===== config.mk =====
export PLATFORM = sky130hd
export DESIGN_NAME = exm_issue_ctrl
export DESIGN_NICKNAME = d
export VERILOG_FILES = /design/src/rtl/exm_issue_ctrl.sv
export SDC_FILE = /design/constraint.sdc
export NUM_CORES = 1
export LEC_CHECK = 0
export ABC_AREA = 1
export BUFFER_PORTS_ARGS = -buffer_cell sky130_fd_sc_hd__buf_4
export CORE_MARGIN = 3
export CORE_UTILIZATION = 50
export CTS_BUF_LIST = sky130_fd_sc_hd__clkbuf_8
export DETAILED_ROUTE_END_ITERATION = 8
export HOLD_SLACK_MARGIN = 0.12
export PLACE_DENSITY = 0.74
export SYNTH_ARGS = -nofsm -noshare
export SYNTH_HDL_FRONTEND = slang
export SYNTH_SLANG_ARGS = --single-unit

===== constraint.sdc =====
create_clock -name clk_i -period 5.2 [get_ports clk_i]
set_input_delay 1.56 -clock clk_i [delete_from_list [all_inputs] [get_ports clk_i]]
set_output_delay 1.56 -clock clk_i [all_outputs]
set_load 0.1 [all_outputs]

===== src/rtl/exm_issue_ctrl.sv =====
// exm_issue_ctrl: issue gate between decode and the execute/memory stage (exm).
//
// Tracks the destination registers of in-flight instructions in an in-order
// queue. Issue stalls on read-after-write hazards against that queue and when
// the queue is full. A taken branch (flush_i) clears the queue and holds exm
// input-valid low for DRAIN_CYCLES cycles so exm clears its pipeline registers.
//
// Ports:
//   clk_i, rst_i            clock, synchronous active-high reset
//   issue_*                 instruction offered by decode / accept handshake
//   exm_ready_i/exm_valid_o hand-off into exm (exm_valid_o is zero latency)
//   wb_*                    retirement of the oldest in-flight instruction
//   flush_i                 taken branch from exm
//   squash_o                high while draining after a flush
//   pending_o               queue occupancy
//   err_o                   sticky retirement protocol error
module exm_issue_ctrl #(
    parameter int unsigned DEPTH        = 4,
    parameter int unsigned DRAIN_CYCLES = 1
) (
    input  logic                     clk_i,
    input  logic                     rst_i,
    input  logic                     issue_valid_i,
    output logic                     issue_ready_o,
    input  logic [4:0]               issue_rs1_i,
    input  logic                     issue_rs1_used_i,
    input  logic [4:0]               issue_rs2_i,
    input  logic                     issue_rs2_used_i,
    input  logic                     issue_rd_write_i,
    input  logic [4:0]               issue_rd_i,
    input  logic                     exm_ready_i,
    output logic                     exm_valid_o,
    input  logic                     wb_valid_i,
    input  logic                     wb_write_i,
    input  logic [4:0]               wb_addr_i,
    input  logic                     flush_i,
    output logic                     squash_o,
    output logic [$clog2(DEPTH):0]   pending_o,
    output logic                     err_o
);

    localparam int unsigned PtrW   = $clog2(DEPTH);
    localparam int unsigned CntW   = PtrW + 1;
    localparam int unsigned DrainW = (DRAIN_CYCLES > 1) ? $clog2(DRAIN_CYCLES) : 1;

    typedef enum logic [0:0] {StRun, StFlush} state_e;

    state_e            state_q, state_d;
    logic [DrainW-1:0] drain_q, drain_d;
    logic [PtrW-1:0]   head_q, tail_q;
    logic [CntW-1:0]   count_q;
    logic [DEPTH-1:0]  vld_q;
    logic [DEPTH-1:0]  wr_q;
    logic [4:0]        rd_q [DEPTH];
    logic              err_q;

    logic hazard, full, empty, fire, pop, wb_err;
    logic head_wr;
    logic [4:0] head_rd;

    // Hazard check looks only at registered entries, so an entry retiring
    // this cycle still blocks its consumer until the register file is written.
    always_comb begin
        hazard = 1'b0;
        for (int i = 0; i < DEPTH; i++) begin
            if (vld_q[i] && wr_q[i]) begin
                if (issue_rs1_used_i && (issue_rs1_i != 5'd0) && (rd_q[i] == issue_rs1_i)) begin
                    hazard = 1'b1;
                end
                if (issue_rs2_used_i && (issue_rs2_i != 5'd0) && (rd_q[i] == issue_rs2_i)) begin
                    hazard = 1'b1;
                end
            end
        end
    end

    always_comb begin
        full          = (count_q == CntW'(DEPTH));
        empty         = (count_q == '0);
        head_wr       = wr_q[head_q];
        head_rd       = rd_q[head_q];
        issue_ready_o = !rst_i && (state_q == StRun) && !hazard && !full && exm_ready_i
                        && !flush_i;
        fire          = issue_valid_i && issue_ready_o;
        exm_valid_o   = fire;
        // The queue is always empty in StFlush, so no pop can occur there.
        pop           = wb_valid_i && !empty && (state_q == StRun);
        wb_err        = wb_valid_i && ((state_q == StFlush) || empty
                        || (wb_write_i != head_wr) || (head_wr && (wb_addr_i != head_rd)));
        squash_o      = (state_q == StFlush);
        pending_o     = count_q;
        err_o         = err_q;
    end

    always_comb begin
        state_d = state_q;
        drain_d = drain_q;
        unique case (state_q)
            StRun: begin
                if (flush_i) begin
                    state_d = StFlush;
                    drain_d = DrainW'(DRAIN_CYCLES - 1);
                end
            end
            StFlush: begin
                if (flush_i) begin
                    drain_d = DrainW'(DRAIN_CYCLES - 1);
                end else if (drain_q == '0) begin
                    state_d = StRun;
                end else begin
                    drain_d = drain_q - DrainW'(1);
                end
            end
            default: state_d = StRun;
        endcase
    end

    always_ff @(posedge clk_i) begin
        if (rst_i) begin
            state_q <= StRun;
            drain_q <= '0;
            err_q   <= 1'b0;
        end else begin
            state_q <= state_d;
            drain_q <= drain_d;
            if (wb_err) begin
                err_q <= 1'b1;
            end
        end
    end

    // Pop and push never touch the same slot: that needs head==tail, i.e.
    // empty (no pop) or full (no fire).
    always_ff @(posedge clk_i) begin
        if (rst_i) begin
            head_q  <= '0;
            tail_q  <= '0;
            count_q <= '0;
            vld_q   <= '0;
            wr_q    <= '0;
        end else if (flush_i) begin
            // Any same-cycle retirement was already checked; the queue is dropped.
            head_q  <= '0;
            tail_q  <= '0;
            count_q <= '0;
            vld_q   <= '0;
        end else begin
            if (pop) begin
                vld_q[head_q] <= 1'b0;
                head_q        <= head_q + PtrW'(1);
            end
            if (fire) begin
                vld_q[tail_q] <= 1'b1;
                wr_q[tail_q]  <= issue_rd_write_i && (issue_rd_i != 5'd0);
                tail_q        <= tail_q + PtrW'(1);
            end
            count_q <= count_q + CntW'(fire) - CntW'(pop);
        end
    end

    always_ff @(posedge clk_i) begin
        if (fire) begin
            rd_q[tail_q] <= issue_rd_i;
        end
    end

endmodule


==> key figures <==
Placed design
  – DP HPWL: 4450 um
  – Buffers on Ports: 36
  – Post-Place Worst Slack: 0.639 ns
  – GPL Wtd Cong: approximately 0.84

Setup path
  – WS Path Type: in -> out
  – CP Launch Point: rst_i
  – Crit path depth: 9
  – Max incr delay on CP: 0.28 ns
  – CP arrival: between 3 and 4 ns
  – WP buf/inv: 4
  – Crit path to: exm_valid_o
  – Top delay family on crit path: simple AND/OR/NAND/NOR gates
  – Worst setup EP type: primary output
  – Crit-path max FO: 10
  – Slowest CP cell: nor4_4
  – Worst R2R Start: rd_q[3][0]
  – Flop2flop setup slack: 2.68 ns
  – Reg2reg path depth: 17
  – CP Cell Sequence: buf_4 -> nor2_4 -> inv_2 -> nor4_4 -> nand3_4 -> nor2_8 -> nand2_2 -> clkinv_2 -> buf_4
  – Startpoint Class: input port
  – CP required: 3.64 ns
  – Worst path most repeated cell: buf_4
  – Reg2reg end: pending_o[2]

Timing
  – Clock Skew: roughly 0.011 ns
  – Final setup violation count: 0
  – RSZ-0062 raised after global routing: false
  – Slew @ Worst Pin: 0.395 ns
  – Setup ws final: 0.630 ns
  – Fin. Hold Viols: 0
  – Fin crit period: 4.57 ns
  – FMAX: 219 MHz
  – Setup TNS: 0 ns
  – Final max-slew violation count: 0
  – Relative slew margins: 73.5%
  – Final cycle utilization of the critical path: approximately 90%

Global routing
  – First-pass GRT wire length: slightly above 9000 um
  – Remaining global-route overflow: 0
  – Vias in the first global route: 1983
  – Largest net degree at the start of global routing: 13
  – GR Util All Layers: 19.4%
  – Initial antenna violation count: 0
  – GR Util met3: under 10%
  – Met1 GRT Util: between 20% and 30%
  – M2 GR Usage: 29.9%
  – Most Used Layer, Global Route: met2

CTS
  – Clock transition at path regs: 0.08 ns
  – CTS Hold Bufs: 0
  – Num CTS Buffers: 5
  – CTS tree: done
  – Clk sinks: 39
  – H-tree depth: 2
  – Longest Clk Path Bufs: 2
  – Post-CTS sizing: 0
  – Worst-Skew Late Latency: 0.29 ns
  – Setup Buffers After CTS: 0
  – Root Buffer: clkbuf_8

Logic synthesis
  – Seq/Total Area, Yosys: around 37%
  – Count of unique library cells instantiated by Yosys: 33
  – Gate Count Post-Synth: ~340
  – Post-Syn Area: 2630 um2
  – Synth warn: 0
  – #FFs+latches synth: 39
  – Post-Syn Nets: 384
  – Syn Area/Cell: around 7.7 um2

Floorplan
  – DIE WIDTH: 78.5 um
  – Cell row count: 25
  – Die Ht: 78.5 um
  – Die footprint: 6170 um2
  – Core area: approximately 4900 um2
  – I/O pins: 37
  – Initial Util: 53.6%

Layout
  – Register Area: 981 um2
  – Layout cells sized above 1: 16.8%
  – Multi-input logic area: 1350 um2
  – Fill cell count: 473
  – Nets: between 400 and 500
  – Ant. Diodes: 0
  – Area grow syn2layout: 13.7%

Pwr
  – Clock Power Share: 37.2%
  – Max VDD drop: 0.212 mV
  – Flop pwr share: 49.5%
  – Logic pwr share: 13.3%
  – PwrDens: 222 nW/um2
  – Sw frac: 24.3%
  – Leakage power total: 0.00140 uW
  – P_int: 502 uW
  – Sw Pwr: roughly 160 uW

Flow run
  – MaxCap Viol Count: 0

Hold path
  – HP Class: reg -> reg

Routing
  – Post-route antenna net violation count: 0
  – Vias/cell: 4.74
  – Drt first-iter violations: 116
  – Wirelength per Cell: between 10 and 15 um
  – DRT Wirelength: 5480 um
  – Vias: 2090
  – Drt pass-1 iters: 4
  – Remaining DRCs: 0

Status
  – Status: finished, final reports clean
## area by class of cell
type	instances	share of cell area, %
Clock buffer	5	2.30
Clock inverter	3	1.30
Inverter	52	6.57
Multi-Input combinational cell	239	45.2
Sequential cell	39	32.8
Tap cell	67	2.80
Timing Repair Buffer	36	9.03
## placed cells by master, fill, tap and decap left out, types with 2 or more instances in the layout
master	count
nand2_1	98
inv_1	47
buf_4	36
nor2_1	32
xor2_1	23
edfxtp_1	20
nand3_1	19
dfxtp_1	19
xnor2_1	11
ha_1	10
a21oi_1	9
nand4_1	6
clkbuf_8	5
nand2_2	4
inv_2	4
nand3_2	4
o21ai_0	4
o21ai_1	3
nor2_2	2
nand3b_1	2
clkinv_2	2
o211ai_1	2
## cell families (layout without fill, tap and decap cells)
kind of cell | count (synthesis) | count (layout) | synth area share, %
buf+inv | 65 | 96 | 11.3
xor+xnor | 34 | 34 | 11.3
compound gates | 19 | 19 | 3.85
flops | 39 | 39 | 37.3
simple gates | 175 | 175 | 30.7
fa+ha+maj | 11 | 11 | 5.52
## worst min path at each step
| stage | start | end | depth (start not counted) |
|---|---|---|---|
| floorplan | vld_q[0] | vld_q[0] | 2 |
| global placement | err_o | err_o | 2 |
| detailed placement | err_o | err_o | 2 |
| CTS | err_o | err_o | 2 |
| global route | err_o | err_o | 2 |
| finish | err_o | err_o | 2 |
## through the flow
step | instances | utilization [%] | cell area [um2] | hold WS [ns] | total power, uW
finish | 441 | 60.9 | 2990 | 0.448 | 663
global placement | 433 | 58.7 | 2880 | 0.441 | 422
global route | 441 | 60.9 | 2990 | 0.479 | 689
detailed placement | 433 | 58.7 | 2880 | 0.443 | 423
floorplan | 343 | - | 2630 | 0.443 | 398
CTS | 441 | 60.9 | 2990 | 0.454 | 668
## worst reg2reg max path, stage by stage, from the launching register on
cell and delay, ns:
edfxtp_1 0.47, inv_1 0.11, nand2_1 0.06, nand2_1 0.06, nand2_1 0.05, nor2_1 0.11
nand3_1 0.10, nand2_1 0.08, nand2_2 0.07, nand3_4 0.10, nor2_8 0.06, nand2_2 0.09
clkinv_2 0.08, ha_1 0.22, fa_1 0.38, xor2_1 0.16, o21ai_0 0.15, a21oi_1 0.05
## cell usage after synthesis, drive strengths merged
master / count / area, um2
a21oi: 9 / 45.0
a31oi: 1 / 6.26
buf: 13 / 100
clkinv: 1 / 5.00
dfxtp: 19 / 380
edfxtp: 20 / 601
fa: 1 / 20.0
ha: 10 / 125
inv: 51 / 191
nand2: 102 / 393
nand3: 24 / 153
nand3b: 2 / 15.0
nand4: 6 / 37.5
nor2: 36 / 164
nor3: 1 / 5.00
nor4: 1 / 21.3
o211ai: 2 / 15.0
o21ai: 7 / 35.0
or2: 2 / 12.5
or4: 1 / 7.51
xnor2: 11 / 96.3
xor2: 23 / 201
## power by group through the flow
stage                     sequential (uW)  clock [uW]  combinational [uW]
after floorplan                       344           0                54.1
after global placement                335           0                86.4
after detailed placement              335           0                88.1
after CTS                             328         251                88.6
after global routing                  329         264                97.2
final                                 328         247                88.0
## flip-flops by register name (all words and copies together) (netlist names), named ones only
signal / cells
tail_q: 2
wr_q: 4
rd_q: 20
pending_o: 3
vld_q: 4
err_o: 1
head_q: 2
squash_o: 1
## metal layers
layer	wire, um	vias to the layer above
li1	-	1120
met1	2750	930
met2	2460	38
met3	239	2
met4	30	0
met5	0	-
Note: power is estimated with default switching activity, not from simulation.
